[config.mk]
export PLATFORM = sky130hd
export DESIGN_NAME = t_ff_counter_flat
export DESIGN_NICKNAME = d
export VERILOG_FILES = /design/src/rtl/t_ff_pkg.sv /design/src/rtl/t_ff_counter_if.sv /design/src/rtl/t_ff_cell.sv /design/src/rtl/t_ff_counter.sv /design/src/flat_wrapper.sv
export SDC_FILE = /design/constraint.sdc
export NUM_CORES = 1
export LEC_CHECK = 0
export ABC_AREA = 0
export BUFFER_PORTS_ARGS = -buffer_cell sky130_fd_sc_hd__buf_2
export CORE_AREA = 2 2 39 41
export CTS_CLUSTER_SIZE = 25
export DETAILED_ROUTE_END_ITERATION = 10
export DIE_AREA = 0 0 41 43
export PLACE_DENSITY = 0.67
export SYNTH_ARGS = -nofsm -noshare
export SYNTH_HDL_FRONTEND = slang
export SYNTH_SLANG_ARGS = --single-unit
[constraint.sdc]
create_clock -name clk -period 2.1 [get_ports clk]
set_input_delay 0.525 -clock clk [delete_from_list [all_inputs] [get_ports clk]]
set_output_delay 0.525 -clock clk [all_outputs]
set_load 0.005 [all_outputs]
[src/rtl/t_ff_pkg.sv]
// ============================================================================
//  Module      : t_ff_pkg
//  Description : Shared count-direction encodings and the load clamp helper
//                for the T flip-flop counter.
//  Revision    : 1.0  initial release
// ============================================================================
`default_nettype none

package t_ff_pkg;

    localparam logic CNT_UP = 1'b1;
    localparam logic CNT_DN = 1'b0;

    // Widest counter supported; the clamp helper works at this width.
    localparam int MAX_WIDTH = 16;

    function automatic logic [MAX_WIDTH-1:0] clamp(
        input logic [MAX_WIDTH-1:0] val,
        input logic [MAX_WIDTH-1:0] max_val
    );
        return (val > max_val) ? max_val : val;
    endfunction

endpackage

`default_nettype wire

[src/rtl/t_ff_counter_if.sv]
// ============================================================================
//  Module      : t_ff_counter_if
//  Description : Control/status bundle of the T flip-flop counter.
//                Carries the sat flag only when T_FF_COUNTER_SAT_EN is defined.
//  Revision    : 1.0  initial release
// ============================================================================
`default_nettype none

interface t_ff_counter_if #(
    parameter int WIDTH = 4
);
    logic             en;
    logic             up_dn;
    logic             load;
    logic [WIDTH-1:0] load_val;
    logic [WIDTH-1:0] q;
    logic [WIDTH-1:0] t_vec;
    logic             tc;
    logic             wrap;
`ifdef T_FF_COUNTER_SAT_EN
    logic             sat;
`endif

    modport master (
        output en, up_dn, load, load_val,
`ifdef T_FF_COUNTER_SAT_EN
        input  sat,
`endif
        input  q, t_vec, tc, wrap
    );

    modport slave (
        input  en, up_dn, load, load_val,
`ifdef T_FF_COUNTER_SAT_EN
        output sat,
`endif
        output q, t_vec, tc, wrap
    );

endinterface

`default_nettype wire

[src/rtl/t_ff_cell.sv]
// ============================================================================
//  Module      : t_ff_cell
//  Description : Single T flip-flop bit with a direct-set path that overrides
//                the toggle input.
//  Revision    : 1.0  initial release
// ============================================================================
`default_nettype none

module t_ff_cell (
    input  wire logic clk,
    input  wire logic reset,
    input  wire logic t,
    input  wire logic set_en,
    input  wire logic set_val,
    output logic      q
);

    logic r_q;

    always_ff @(posedge clk or negedge reset) begin
        if (!reset) begin
            r_q <= 1'b0;
        end else if (set_en) begin
            r_q <= set_val;
        end else begin
            r_q <= r_q ^ t;
        end
    end

    assign q = r_q;

endmodule

`default_nettype wire

[src/rtl/t_ff_counter.sv]
// ============================================================================
//  Module      : t_ff_counter
//  Description : Modulo-(MAX_COUNT+1) up/down counter made of T flip-flop
//                cells. Define T_FF_COUNTER_SAT_EN to saturate at terminal
//                count instead of wrapping.
//  Revision    : 1.0  initial release
// ============================================================================
`default_nettype none

module t_ff_counter
    import t_ff_pkg::*;
#(
    parameter int WIDTH     = 4,
    parameter int MAX_COUNT = (1 << WIDTH) - 1
) (
    input  wire logic       clk,
    input  wire logic       reset,
    t_ff_counter_if.slave   bus
);

    localparam logic [WIDTH-1:0] c_max = WIDTH'(MAX_COUNT);

    logic [WIDTH-1:0] w_q;
    logic [WIDTH-1:0] w_toggle;
    logic [WIDTH-1:0] w_t;
    logic [WIDTH-1:0] w_set_val;
    logic [WIDTH-1:0] w_load_val;
    logic             w_set_en;
    logic             w_dir_up;
    logic             w_at_tc;
    logic             w_wrap_next;
    logic             r_wrap;

    assign w_dir_up   = (bus.up_dn == CNT_UP);
    assign w_at_tc    = w_dir_up ? (w_q == c_max) : (w_q == '0);
    assign w_load_val = WIDTH'(clamp(MAX_WIDTH'(bus.load_val), MAX_WIDTH'(MAX_COUNT)));

    // Ripple of "all lower bits are 1" (up) or "all lower bits are 0" (down).
    always_comb begin
        logic chain;
        chain       = 1'b1;
        w_toggle    = '0;
        w_toggle[0] = 1'b1;
        for (int i = 1; i < WIDTH; i++) begin
            chain       = chain & (w_dir_up ? w_q[i-1] : ~w_q[i-1]);
            w_toggle[i] = chain;
        end
    end

    always_comb begin
        w_t         = '0;
        w_set_en    = 1'b0;
        w_set_val   = '0;
        w_wrap_next = 1'b0;
        if (bus.load) begin
            w_set_en  = 1'b1;
            w_set_val = w_load_val;
        end else if (bus.en) begin
            if (!w_at_tc) begin
                w_t = w_toggle;
            end
`ifndef T_FF_COUNTER_SAT_EN
            // Wrap always goes through the set path so a non-power-of-two
            // modulus and the full range behave identically.
            else begin
                w_set_en    = 1'b1;
                w_set_val   = w_dir_up ? '0 : c_max;
                w_wrap_next = 1'b1;
            end
`endif
        end
    end

    always_ff @(posedge clk or negedge reset) begin
        if (!reset) begin
            r_wrap <= 1'b0;
        end else begin
            r_wrap <= w_wrap_next;
        end
    end

    for (genvar gi = 0; gi < WIDTH; gi++) begin : g_cell
        t_ff_cell u_cell (
            .clk     (clk),
            .reset   (reset),
            .t       (w_t[gi]),
            .set_en  (w_set_en),
            .set_val (w_set_val[gi]),
            .q       (w_q[gi])
        );
    end

    assign bus.q     = w_q;
    assign bus.t_vec = w_t;
    assign bus.tc    = w_at_tc;
    assign bus.wrap  = r_wrap;
`ifdef T_FF_COUNTER_SAT_EN
    assign bus.sat   = bus.en & w_at_tc & ~bus.load;
`endif

endmodule

`default_nettype wire

[src/flat_wrapper.sv]
// flat-port wrapper written by rule: the top's interface ports become plain ports
module t_ff_counter_flat import t_ff_pkg::*;
#(
    parameter int WIDTH     = 4,
    parameter int MAX_COUNT = (1 << WIDTH) - 1
)
  (clk, reset, bus_en, bus_up_dn, bus_load, bus_load_val, bus_q, bus_t_vec, bus_tc, bus_wrap);
  t_ff_counter_if #(.WIDTH(WIDTH)) bus_i ();
  input  wire logic clk;
  input  wire logic reset;
  input wire logic [$bits(bus_i.en)-1:0] bus_en;
  input wire logic [$bits(bus_i.up_dn)-1:0] bus_up_dn;
  input wire logic [$bits(bus_i.load)-1:0] bus_load;
  input wire logic [$bits(bus_i.load_val)-1:0] bus_load_val;
  output wire logic [$bits(bus_i.q)-1:0] bus_q;
  output wire logic [$bits(bus_i.t_vec)-1:0] bus_t_vec;
  output wire logic [$bits(bus_i.tc)-1:0] bus_tc;
  output wire logic [$bits(bus_i.wrap)-1:0] bus_wrap;
  assign bus_i.en = bus_en;
  assign bus_i.up_dn = bus_up_dn;
  assign bus_i.load = bus_load;
  assign bus_i.load_val = bus_load_val;
  assign bus_q = bus_i.q;
  assign bus_t_vec = bus_i.t_vec;
  assign bus_tc = bus_i.tc;
  assign bus_wrap = bus_i.wrap;
  t_ff_counter #(.WIDTH(WIDTH), .MAX_COUNT(MAX_COUNT)) u_core (.clk(clk), .reset(reset), .bus(bus_i));
endmodule
==> Word-level counts from Yosys, hierarchy flattened <==
Cells that the tools add are included.
{ "word_totals": {"ff_bits": 5, "input_bits": 9, "wordCells": 35} }
{ "op_classes": {"eq_ne": 1, "mux": 19, "bitwise_logic": 9, "reduce_logical": 1} }
{ "op_table": {"columns": ["cell", "count"], "rows": [
  ["$mux W4", 7],
  ["$mux W1", 12],
  ["$eq A4 B4 Y1 const B", 1],
  ["$logic_not A4 Y1", 1],
  ["$xor A1 B1 Y1", 4],
  ["$not A1 Y1", 3],
  ["$and A1 B1 Y1", 2]
]} }

==> Depth between registers and ports, before layout <==
Gate-level depths: netlist of the first run.
{ "logic_depth": {"word_depth": 9, "mapped_depth": 5, "ltp_nobuf": 4} }

==> Modules after synthesis <==
From an unflattened synthesis of the first run, not the netlist that was laid out.
{ "unflattened": {"cells_unflattened": 43, "area_unflattened_um2": 350.3} }
{ "modules_own_cells": {"columns": ["module", "instances", "cells_each", "area_per_inst_um2", "seq_area_each_um2"], "rows": [
  ["t_ff_counter", 1, 27, 180.2, 25.0],
  ["t_ff_cell", 4, 4, 42.5, 25.0]
]} }

==> Worst setup path after synthesis of the first run <==
No wires, ideal clock.
{ "synth_timing": {"path_kind": "input to output", "from": "input port bus_up_dn", "to": "output port bus_t_vec[2]", "t_arrival_ns": 1.295, "required_ns": 1.575, "slack_ns": 0.280, "stages": 5, "path_buffers": 1, "cell_sequence": "nor4_4 mux2i_2 nand2_1 nor2_1 buf_4"} }
{ "synth_via": {"elab_chain_len": 5, "word_cells_on_any_way": 7, "cone_classes": "6 x mux; 1 x bitwise"} }
{ "synth_rtl": {"columns": ["element", "line", "text"], "rows": [
  ["start: declaration", "flat_wrapper.sv:12", "input wire logic [$bits(bus_i.up_dn)-1:0] bus_up_dn;"],
  ["$mux W1", "t_ff_counter.sv:45", "chain = chain & (w_dir_up ? w_q[i-1] : ~w_q[i-1]);"],
  ["$and A1 B1 Y1", "t_ff_counter.sv:45", null],
  ["$mux W4 *", "t_ff_counter.sv:59", "if (!w_at_tc) begin"],
  ["$mux W4 *", "t_ff_counter.sv:58", "end else if (bus.en) begin"],
  ["$mux W4 *", "t_ff_counter.sv:55", "if (bus.load) begin"],
  ["end: declaration", "flat_wrapper.sv:16", "output wire logic [$bits(bus_i.t_vec)-1:0] bus_t_vec;"]
]} }
Mark *: on every way between the ends. The rest lies on a longest branch, timed or not.

==> Worst setup path after layout of the first run <==
{ "layout_timing": {"from": "register u_core.g_cell[2].u_cell.r_q", "to": "output port bus_t_vec[2]"} }
{ "layout_via": {"elab_chain_len": 5, "word_cells_on_any_way": 6, "cone_classes": "1 x eq/ne; 4 x mux; 1 x reduce/logical"} }
{ "layout_rtl": {"columns": ["element", "line", "text"], "rows": [
  ["start: declaration", "t_ff_cell.sv:18", "logic r_q;"],
  ["start signal: assignment", "t_ff_cell.sv:24", "r_q <= set_val;"],
  ["start signal: assignment", "t_ff_cell.sv:26", "r_q <= r_q ^ t;"],
  ["$eq A4 B4 Y1 / $logic_not A4 Y1 (equally long branches)", "t_ff_counter.sv:35", "assign w_at_tc = w_dir_up ? (w_q == c_max) : (w_q == '0);"],
  ["$mux W1 *", "t_ff_counter.sv:35", null],
  ["$mux W4 *", "t_ff_counter.sv:59", null],
  ["$mux W4 *", "t_ff_counter.sv:58", null],
  ["$mux W4 *", "t_ff_counter.sv:55", null]
]} }
Marked as above.

==> insert_results.sql, run 1 <==
INSERT INTO impl_metrics (metric_group, metric, value, unit) VALUES
('status', 'outcome', 'finished clean', ''),
('power', 'sequentialPowerShare', '0.391', ''),
('placement', 'gp_congestion', '0.794', ''),
('power', 'total_switching_power', '0.102', 'mW'),
('synthesis', 'cell_types_with_the_largest_area_share_after_synthesis', 'sky130_fd_sc_hd__dfrtp_1, sky130_fd_sc_hd__buf_4, sky130_fd_sc_hd__nand2_1', ''),
('critical_path', 'reg2reg_setup_slack', '750', 'ps'),
('floorplanning', 'start_util', '0.292', ''),
('sta', 'period_minus_slack', '1980', 'ps'),
('power', 'power.leakage', '0.252', 'nW'),
('drt', 'drt-wirelength-per-cell', '9.82', 'um'),
('synthesis', 'synthDominantAreaCellType', 'sky130_fd_sc_hd__dfrtp_1', ''),
('floorplanning', 'chipWidth', '41', 'um'),
('clocking', 'worstSkewPairLatency', '240', 'ps'),
('critical_path', 'worst-path-max-fanout', '4', ''),
('synthesis', 'post_synth_instance_area', '404', 'um^2'),
('sta', 'grt_setup_unrepaired', 'no', ''),
('power', 'power_density_over_cell_area', '662', 'nW/um^2'),
('sta', 'timing.final.hold_violations', '0', ''),
('synthesis', 'number_of_register_bits_inferred_by_synthesis', '5', ''),
('critical_path', 'slowest_stage_delay_on_critical_path', '440', 'ps'),
('global_route', 'grt-ovfl-total', '0', ''),
('global_route', 'global_route.usage.total', '0.100', ''),
('clocking', 'register_clock_pin_slew_on_the_reported_worst_setup_and_hold_paths', '40', 'ps'),
('clocking', 'cts-hold-fix-buffers', '0', ''),
('sta', 'timing.fmax', '506', 'MHz'),
('synthesis', 'synth.yosys.warnings', '0', ''),
('clocking', 'cts_htree_levels', '1', ''),
('drt', 'post-route-drc-count', '0', ''),
('floorplanning', 'fp-row-count', '14', ''),
('power', 'tot_pwr', '0.328', 'mW'),
('synthesis', 'postSynthAreaPerCell', '8.60', 'um^2'),
('global_route', 'wire_length_of_the_first_global_routing_pass', '1.15', 'mm'),
('critical_path', 'worstSetupEndpointType', 'primary output', ''),
('hold_path', 'tightest_hold_check_type', 'input port to async pin', ''),
('power', 'logic_pwr_share', '0.270', ''),
('layout', 'layout-drive-gt1-share', '0.492', ''),
('clocking', 'clock_tree_from_tritoncts', 'yes', ''),
('global_route', 'global_route.usage.met3', '0.0628', ''),
('synthesis', 'synth_ff_type', 'sky130_fd_sc_hd__dfrtp_1', ''),
('critical_path', 'r2r.worst_path.cells', '5', ''),
('layout', 'final_nets', '71', ''),
('critical_path', 'crit_path_cells', 'and4_4, mux2i_4, nand2_1, nor2_1, buf_2', ''),
('synthesis', 'netlist_instances', '47', ''),
('layout', 'final_cell_utilization_of_the_core', '0.358', ''),
('placement', 'place_worst_setup_slack', '141', 'ps'),
('sta', 'clock_skew', '1.30', 'ps'),
('global_route', 'first_global_vias', '298', ''),
('synthesis', 'synth_commonest_cells', 'sky130_fd_sc_hd__buf_4, sky130_fd_sc_hd__nand2_1, sky130_fd_sc_hd__dfrtp_1', ''),
('layout', 'insertedDiodeCount', '0', ''),
('sta', 'min_period_over_period', '0.941', ''),
('critical_path', 'worstSetupPathType', 'register to primary output', ''),
('global_route', 'grtUsageMet2', '0.138', ''),
('sta', 'worstMarginPinSlew', '278', 'ps'),
('sta', 'setup_viol', '0', ''),
('drt', 'wl', '756', 'um'),
('floorplanning', 'die_height', '43', 'um'),
('run', 'cap_viol_max_count', '0', ''),
('critical_path', 'reg2reg_to', 'u_core.g_cell[3].u_cell.q', ''),
('synthesis', 'async_flop_share', '1.00', ''),
('synthesis', 'synth_top_cell_area_share', '0.310', ''),
('sta', 'final_total_negative_setup_slack', '0', 'ps'),
('drt', 'route.vias.total', '345', ''),
('drt', 'post_drt_via_cell_ratio', '4.48', ''),
('global_route', 'pin_count_of_the_biggest_net_entering_global_routing', '10', ''),
('critical_path', 'worst_setup_path_start_kind', 'register', ''),
('clocking', 'tritoncts.num_buffers', '3', ''),
('power', 'cell_internal_pwr', '0.226', 'mW'),
('sta', 'final_max_slew_viol_count', '0', ''),
('floorplanning', 'overall_die_area', '1760', 'um^2'),
('sta', 'hold-worst-slack', '85.9', 'ps'),
('synthesis', 'synth_edf_count', '0', '');
==> cells in the final DEF, fill, tap and decap left out, types with 2 or more instances in the layout <==
cell	netlist	final
sky130_fd_sc_hd__dfrtp_2	0	2
sky130_fd_sc_hd__inv_1	4	4
sky130_fd_sc_hd__o21ai_1	3	3
sky130_fd_sc_hd__clkbuf_4	0	3
sky130_fd_sc_hd__buf_2	0	18
sky130_fd_sc_hd__dfrtp_1	5	3
sky130_fd_sc_hd__nand2_1	6	6
sky130_fd_sc_hd__nor2b_1	2	2
sky130_fd_sc_hd__xor2_1	2	2
sky130_fd_sc_hd__xnor2_1	2	2
sky130_fd_sc_hd__nor2_1	4	4
==> sequential cells by signal, indices dropped and copies added (netlist names) <==
| register | flops |
|---|---|
| u_core.g_cell.u_cell.q | 4 |
| u_core.bus.wrap | 1 |
==> how the worst max path moves through the flow <==
| stage | startpoint | endpoint | slack (ps) | cells after the start |
|---|---|---|---|---|
| 2_1_floorplan | bus_up_dn | bus_t_vec[2] | 280 | 5 |
| 3_3_place_gp | bus_up_dn | bus_t_vec[2] | 170 | 6 |
| 3_5_place_dp | bus_up_dn | bus_t_vec[2] | 140 | 6 |
| 4_1_cts | u_core.g_cell[0].u_cell.q | bus_t_vec[2] | 7 | 5 |
| 5_1_grt | u_core.g_cell[0].u_cell.q | bus_t_vec[2] | 2 | 5 |
| 6_report | u_core.g_cell[2].u_cell.q | bus_t_vec[2] | 120 | 5 |
==> layer usage <==
metal  vias to the layer above  routed length (um)
li1                        176                   -
met1                       158                 327
met2                        11                 375
met3                         0                  52
met4                         0                   0
met5                         -                   0
==> power by group through the flow <==
stage	registers [mW]	clock network, mW	logic (mW)
after detailed placement	0.128	0	0.0855
after global routing	0.131	0.127	0.0984
final	0.128	0.111	0.0885
after global placement	0.128	0	0.0851
after floorplan	0.125	0	0.0698
after CTS	0.127	0.119	0.0862
==> cell type report <==
| type | count | area [um^2] |
|---|---|---|
| fillers | 151 | 888 |
| flip-flops and latches | 5 | 128 |
| clock buffers | 4 | 26.3 |
| inverters | 4 | 15.0 |
| well taps | 16 | 20.0 |
| repair buffers | 19 | 97.6 |
| multi-input cells | 29 | 209 |
==> worst max-delay path: cells and delay by family (launching register included) <==
family	cells	cell delay, ps
flip-flops	1	440
multiplexers	1	180
buffers and inverters	1	110
AND/OR/NAND/NOR	3	480
==> kinds of logic after synthesis <==
| group | after synthesis | synth area share |
|---|---|---|
| mux | 1 | 0.0340 |
| compound gates | 7 | 0.115 |
| flops | 5 | 0.310 |
| buf+inv | 13 | 0.195 |
| simple gates | 17 | 0.260 |
| xor+xnor | 4 | 0.0867 |
==> timing repair <==
item	CTS	global route
hold endpoints to repair	0	0
resized for setup	0	3
setup endpoints to repair	0	4
buffers inserted	0	0
(Power assumes the default switching activity.)
==> run 2: changes to the inputs <==
- CAP_MARGIN: unset -> 20
- PLACE_DENSITY: 0.67 -> 0.69
- clock period: 2.1 -> 1.8 ns (I/O delays scaled with it)
==> run 2 against run 1 <==
The run now ends with negative setup slack left. Global-route usage is 2.7 points higher. Sequential cell count is the same. Die area unchanged. Worst setup slack got worse by 200 ps. First-iteration DRC count did not move. Count of clock-buffer cells in the layout unchanged. Total power is 24% higher. Sequential power rose by 10%. Critical path type unchanged. Final area increased by 9.6%. Clock skew increased by 5.2 ps.
==> insert_results.sql, run 2 (synthesis gave the netlist of run 1 again) <==
INSERT INTO impl_metrics (metric_group, metric, value, unit) VALUES
('global_route', 'global_route.usage.total', '0.127', ''),
('drt', 'post_drt_via_cell_ratio', '4.44', ''),
('critical_path', 'worstSetupEndpointType', 'primary output', ''),
('sta', 'slew_headroom', '0.797', ''),
('sta', 'hold-worst-slack', '13.3', 'ps'),
('critical_path', 'top_family_by_delay_on_critical_path', 'simple AND/OR/NAND/NOR gates', ''),
('clocking', 'cts_htree_levels', '1', ''),
('critical_path', 'slowest_stage_delay_on_critical_path', '430', 'ps'),
('critical_path', 'crit_path_cells', 'nor4_4, buf_4, nor2_2, nor2_1, buf_2', ''),
('global_route', 'wire_length_of_the_first_global_routing_pass', '1.48', 'mm'),
('sta', 'final_critical_path_setup_slack', '-75.1', 'ps'),
('placement', 'port_buffer_count', '18', ''),
('clocking', 'register_clock_pin_slew_on_the_reported_worst_setup_and_hold_paths', '50', 'ps'),
('layout', 'final_nets', '76', ''),
('clocking', 'tritoncts.num_buffers', '3', ''),
('layout', 'layout.cells.most_common', 'sky130_fd_sc_hd__buf_2', ''),
('sta', 'period_minus_slack', '1880', 'ps'),
('clocking', 'clock_tree_from_tritoncts', 'yes', ''),
('layout', 'flow.area_growth_from_synthesis', '34.4', '%'),
('hold_path', 'tightest_hold_check_type', 'input port to async pin', ''),
('sta', 'grt_setup_unrepaired', 'yes', ''),
('drt', 'drt-pass1-iter-count', '4', ''),
('floorplanning', 'chipWidth', '41', 'um'),
('critical_path', 'timing.critical_path.required', '1350', 'ps'),
('drt', 'drt_iter0_markers', '4', ''),
('global_route', 'grt_antenna_before_repair', '0', ''),
('global_route', 'pin_count_of_the_biggest_net_entering_global_routing', '10', ''),
('layout', 'layout-drive-gt1-share', '0.561', ''),
('global_route', 'grt-ovfl-total', '0', ''),
('drt', 'post-route-drc-count', '0', ''),
('drt', 'drt.antenna.violating_nets', '0', ''),
('floorplanning', 'start_util', '0.292', ''),
('floorplanning', 'fp-row-count', '14', ''),
('critical_path', 'worstSetupPathType', 'register to primary output', ''),
('critical_path', 'cp_slowest_cell', 'sky130_fd_sc_hd__dfrtp_2', ''),
('clocking', 'root_buffer', 'sky130_fd_sc_hd__clkbuf_4', ''),
('clocking', 'clock_sink_count', '5', ''),
('sta', 'worstMarginPinSlew', '302', 'ps'),
('sta', 'setup_viol', '4', ''),
('drt', 'route.vias.total', '364', ''),
('floorplanning', 'overall_die_area', '1760', 'um^2'),
('critical_path', 'worstPathArrival', '1430', 'ps'),
('sta', 'timing.final.hold_violations', '0', ''),
('drt', 'drt-wirelength-per-cell', '10.6', 'um'),
('status', 'outcome', 'complete, but fails checks', ''),
('layout', 'final_cell_utilization_of_the_core', '0.392', ''),
('placement', 'gp_congestion', '0.771', ''),
('sta', 'final_total_negative_setup_slack', '-248', 'ps'),
('clocking', 'worstSkewPairLatency', '240', 'ps'),
('layout', 'insertedDiodeCount', '0', ''),
('sta', 'final_max_slew_viol_count', '0', ''),
('placement', 'place_worst_setup_slack', '-19.6', 'ps'),
('floorplanning', 'floorplan.core_area', '1380', 'um^2'),
('critical_path', 'worst_setup_path_start_kind', 'register', ''),
('run', 'cap_viol_max_count', '0', ''),
('placement', 'detail_placement_hpwl', '680', 'um'),
('clocking', 'clockBufferDepth', '2', ''),
('power', 'power.leakage', '0.277', 'nW'),
('global_route', 'first_global_vias', '368', ''),
('power', 'power_density_over_cell_area', '751', 'nW/um^2'),
('layout', 'largest_register_ffs', '4', ''),
('sta', 'min_period_over_period', '1.04', ''),
('power', 'tot_pwr', '0.408', 'mW'),
('critical_path', 'worst-path-max-fanout', '4', ''),
('critical_path', 'reg2reg_setup_slack', '400', 'ps'),
('power', 'vdd.ir_drop.worst', '0.651', 'mV'),
('floorplanning', 'die_height', '43', 'um'),
('layout', 'commonest_cells_after_routing_fill_and_taps_aside', 'sky130_fd_sc_hd__buf_2, sky130_fd_sc_hd__buf_4, sky130_fd_sc_hd__nand2_1, sky130_fd_sc_hd__dfrtp_1', ''),
('floorplanning', 'top_level_ports', '19', ''),
('critical_path', 'path_buf_inv', '2', ''),
('sta', 'clock_skew', '6.48', 'ps'),
('status', 'violations_in_the_final_reports', 'negative setup slack', ''),
('sta', 'timing.fmax', '533', 'MHz'),
('drt', 'wl', '869', 'um');
[run 2: cell count changes in the layout (fill, tap and decap cells not counted), sizes merged]
cell	change
buf	+5
[run 2: metrics by stage]
step,instances,area [um^2]
final,82,543
after floorplan,47,404
after global routing,82,543
after CTS,82,536
after detailed placement,77,488
after global placement,77,488
[run 2: worst paths after layout]
path	from	to	cells after the start
min reg2reg	u_core.g_cell[3].u_cell.q	u_core.g_cell[3].u_cell.q	2
max	u_core.g_cell[0].u_cell.q	bus_t_vec[3]	5
max reg2reg	u_core.g_cell[0].u_cell.q	u_core.g_cell[3].u_cell.q	5
min	reset	u_core.bus.wrap	1
min in group clk	bus_load_val[3]	u_core.g_cell[3].u_cell.q	3
max in group asynchronous	reset	u_core.g_cell[0].u_cell.q	1
[run 2: routing by layer]
| metal | GRT usage | vias up | part of all wire |
|---|---|---|---|
| met1 | 0.148 | 165 | 0.40 |
| met4 | 0.0200 | 0 | 0 |
| met2 | 0.197 | 13 | 0.50 |
| li1 | - | 186 | - |
| met3 | 0.0785 | 0 | 0.092 |
| met5 | 0 | - | 0 |
[run 2: timing repair]
action                                  in CTS  in global routing
hold buffers                                 0                  0
setup buffers                                1                  0
gates cloned                                 0                  0
endpoints found under the setup margin       4                  5
gates resized for setup                      3                  3
[run 2: worst register-to-register path: stages (launching register included)]
cell and delay [ps]:
sky130_fd_sc_hd__dfrtp_2 430, sky130_fd_sc_hd__nor4_4 350, sky130_fd_sc_hd__buf_4 200, sky130_fd_sc_hd__o21ai_2 50
sky130_fd_sc_hd__xor2_1 180, sky130_fd_sc_hd__o21ai_1 70
[run 2: layout make-up]
| class | count | area, um^2 |
|---|---|---|
| clock buffers | 4 | 26.3 |
| fillers | 154 | 841 |
| inverters | 4 | 15.0 |
| multi-input cells | 29 | 214 |
| flip-flops and latches | 5 | 126 |
| well taps | 16 | 20.0 |
| repair buffers | 24 | 141 |
[run 2: where the power goes]
part / internal [mW] / switching (mW) / total [mW]
registers: 0.126 / 0.0149 / 0.141
clock network: 0.0839 / 0.0477 / 0.132
logic: 0.0699 / 0.0655 / 0.135
==> run 3: changes to the inputs <==
- CORE_AREA: 2 2 39 41 -> unset
- CORE_MARGIN: unset -> 2
- CORE_UTILIZATION: unset -> 30
- DIE_AREA: 0 0 41 43 -> unset
==> run 3 against run 2 <==
The flow still finishes with violations (negative setup slack). Wire length fell by 7.7%. Count of clock-buffer cells in the layout stayed put. Hold slack better by 0.55 ps. Via count down 4.7%. Sequential power about the same. Combinational power decreased by 3%. Core utilization increased by 2.9 points. Critical endpoint unchanged. Largest cell class unchanged.
==> insert_results.sql, run 3 (synthesis gave the netlist of run 1 again) <==
INSERT INTO impl_metrics (metric_group, metric, value, unit) VALUES
('layout', 'commonest_cells_after_routing_fill_and_taps_aside', 'sky130_fd_sc_hd__buf_2, sky130_fd_sc_hd__buf_4, sky130_fd_sc_hd__nand2_1, sky130_fd_sc_hd__inv_1', ''),
('layout', 'flow.area_growth_from_synthesis', '34.1', '%'),
('floorplanning', 'start_util', '0.315', ''),
('status', 'outcome', 'complete, but fails checks', ''),
('layout', 'multiInputGateArea', '219', 'um^2'),
('floorplanning', 'floorplan.core_area', '1280', 'um^2'),
('sta', 'final_critical_path_setup_slack', '-63.1', 'ps'),
('placement', 'placed_area', '479', 'um^2'),
('power', 'power.leakage', '0.278', 'nW'),
('layout', 'largest_register_ffs', '4', ''),
('critical_path', 'cp_launch_point', 'u_core.g_cell[0].u_cell.q', ''),
('power', 'cell_internal_pwr', '0.279', 'mW'),
('critical_path', 'worstSetupEndpointType', 'primary output', ''),
('critical_path', 'worstPathArrival', '1410', 'ps'),
('placement', 'detail_placement_hpwl', '612', 'um'),
('drt', 'wl', '802', 'um'),
('power', 'power_density_over_cell_area', '740', 'nW/um^2'),
('sta', 'hold-worst-slack', '13.9', 'ps'),
('floorplanning', 'top_level_ports', '19', ''),
('clocking', 'clock_sink_count', '5', ''),
('layout', 'final_nets', '76', ''),
('sta', 'min_period_over_period', '1.04', ''),
('drt', 'route.vias.total', '347', ''),
('hold_path', 'tightest_hold_check_type', 'input port to async pin', ''),
('power', 'sequentialPowerShare', '0.355', ''),
('layout', 'layout-drive-gt1-share', '0.576', ''),
('power', 'p_clk_frac', '0.318', ''),
('status', 'violations_in_the_final_reports', 'negative setup slack', ''),
('global_route', 'pin_count_of_the_biggest_net_entering_global_routing', '10', ''),
('clocking', 'clock_tree_from_tritoncts', 'yes', ''),
('global_route', 'first_global_vias', '283', ''),
('critical_path', 'r2r.worst_path.cells', '5', ''),
('power', 'logic_pwr_share', '0.327', ''),
('drt', 'drt-wirelength-per-cell', '9.90', 'um'),
('critical_path', 'worst-path-max-fanout', '4', ''),
('floorplanning', 'fp-row-count', '13', ''),
('clocking', 'tritoncts.num_buffers', '3', ''),
('power', 'switching_fraction', '0.305', ''),
('floorplanning', 'die_height', '40.7', 'um'),
('layout', 'layout.cells.most_common', 'sky130_fd_sc_hd__buf_2', ''),
('drt', 'post-route-drc-count', '0', ''),
('placement', 'port_buffer_count', '18', ''),
('sta', 'setup_viol', '4', ''),
('global_route', 'wire_length_of_the_first_global_routing_pass', '1.25', 'mm'),
('sta', 'final_max_slew_viol_count', '0', ''),
('critical_path', 'timing.critical_path.required', '1350', 'ps'),
('run', 'cap_viol_max_count', '0', ''),
('layout', 'seq_area', '128', 'um^2'),
('global_route', 'grt-ovfl-total', '0', ''),
('placement', 'gp_congestion', '0.760', ''),
('global_route', 'global_route.usage.total', '0.123', ''),
('clocking', 'cts-hold-fix-buffers', '0', ''),
('layout', 'insertedDiodeCount', '0', ''),
('drt', 'post_drt_via_cell_ratio', '4.28', ''),
('sta', 'timing.fmax', '537', 'MHz'),
('power', 'vdd.ir_drop.worst', '0.265', 'mV'),
('sta', 'timing.final.hold_violations', '0', ''),
('critical_path', 'crit_path_cells', 'nor4_4, buf_4, nor2_2, nor2_1, buf_2', ''),
('sta', 'slew_headroom', '0.804', ''),
('drt', 'drt_iter0_markers', '6', ''),
('clocking', 'root_buffer', 'sky130_fd_sc_hd__clkbuf_4', ''),
('clocking', 'cts_htree_levels', '1', ''),
('global_route', 'grt_antenna_before_repair', '0', ''),
('critical_path', 'reg2reg_setup_slack', '450', 'ps'),
('drt', 'drt.antenna.violating_nets', '0', ''),
('critical_path', 'worst_setup_path_start_kind', 'register', ''),
('floorplanning', 'overall_die_area', '1660', 'um^2'),
('critical_path', 'worstSetupPathType', 'register to primary output', ''),
('sta', 'clock_skew', '2.52', 'ps'),
('critical_path', 'slowest_stage_delay_on_critical_path', '430', 'ps'),
('power', 'total_switching_power', '0.122', 'mW'),
('clocking', 'worstSkewPairLatency', '240', 'ps'),
('clocking', 'clockBufferDepth', '2', ''),
('floorplanning', 'chipWidth', '40.7', 'um'),
('critical_path', 'reg2reg_to', 'u_core.g_cell[3].u_cell.q', ''),
('critical_path', 'crit-reg2reg-launch', 'u_core.g_cell[0].u_cell.q', ''),
('layout', 'final_design_area_no_fill', '542', 'um^2'),
('critical_path', 'cp_slowest_cell', 'sky130_fd_sc_hd__dfrtp_2', ''),
('layout', 'fillerInstances', '133', ''),
('power', 'tot_pwr', '0.401', 'mW'),
('clocking', 'register_clock_pin_slew_on_the_reported_worst_setup_and_hold_paths', '40', 'ps'),
('sta', 'period_minus_slack', '1860', 'ps'),
('sta', 'grt_setup_unrepaired', 'yes', ''),
('sta', 'worstMarginPinSlew', '292', 'ps'),
('drt', 'drt-pass1-iter-count', '2', '');
-- run 3: changes by cell type in the layout (fill, tap and decap cells not counted) --
cell,previous run,this run
sky130_fd_sc_hd__inv_1,3,4
sky130_fd_sc_hd__buf_6,1,0
sky130_fd_sc_hd__nor3_1,1,0
sky130_fd_sc_hd__buf_2,17,18
sky130_fd_sc_hd__dfrtp_1,4,3
sky130_fd_sc_hd__nor3_2,0,1
sky130_fd_sc_hd__inv_2,1,0
sky130_fd_sc_hd__dfrtp_2,1,2
-- run 3: worst max-delay path by stage --
stage | end | slack, ps | cells past startpoint
2_1_floorplan | bus_t_vec[2] | 110 | 5
3_3_place_gp | bus_t_vec[3] | 2 | 6
3_5_place_dp | bus_t_vec[3] | -1 | 6
4_1_cts | bus_t_vec[3] | -80 | 5
5_1_grt | bus_t_vec[2] | -160 | 5
6_report | bus_t_vec[3] | -60 | 5
-- run 3: power groups by stage --
stage / registers [mW] / clock network, mW / logic, mW
6_report: 0.142 / 0.128 / 0.131
5_1_grt: 0.144 / 0.145 / 0.146
4_1_cts: 0.142 / 0.136 / 0.126
3_5_place_dp: 0.143 / 0 / 0.116
3_3_place_gp: 0.143 / 0 / 0.116
2_1_floorplan: 0.146 / 0 / 0.0815
-- run 3: what timing repair did --
action	CTS	global route
endpoints found under the hold margin	0	0
resized for setup	4	2
pin swaps	1	0
gates cloned	0	0
endpoints found under the setup margin	5	5
setup buffers	1	1
-- run 3: metal layers --
layer	track usage	share of wire
met5	0	0
met2	0.151	0.48
met1	0.163	0.46
met3	0.0489	0.066
met4	0.100	0
-- run 3: worst max-delay path, delay by kind of cell, from the launching register on --
family	cells	cell delay, ps
and+or+nand+nor	3	440
DFF	1	430
buffers and inverters	2	300
-- run 3: final cells by class --
| class | instances | area share |
|---|---|---|
| Clock buffer | 4 | 0.0485 |
| Sequential cell | 5 | 0.236 |
| Timing Repair Buffer | 24 | 0.249 |
| Tap cell | 15 | 0.0346 |
| Inverter | 4 | 0.0277 |
| Multi-Input combinational cell | 29 | 0.404 |
-- run 3: metrics by stage --
step	TNS [ps]	std cells	setup WS, ps	util
2_1_floorplan	0	47	115	-
3_3_place_gp	0	75	2.43	0.373
3_5_place_dp	-1.18	75	-1.18	0.373
4_1_cts	-288	80	-84.8	0.411
5_1_grt	-639	81	-162	0.422
6_report	-185	81	-63.1	0.422
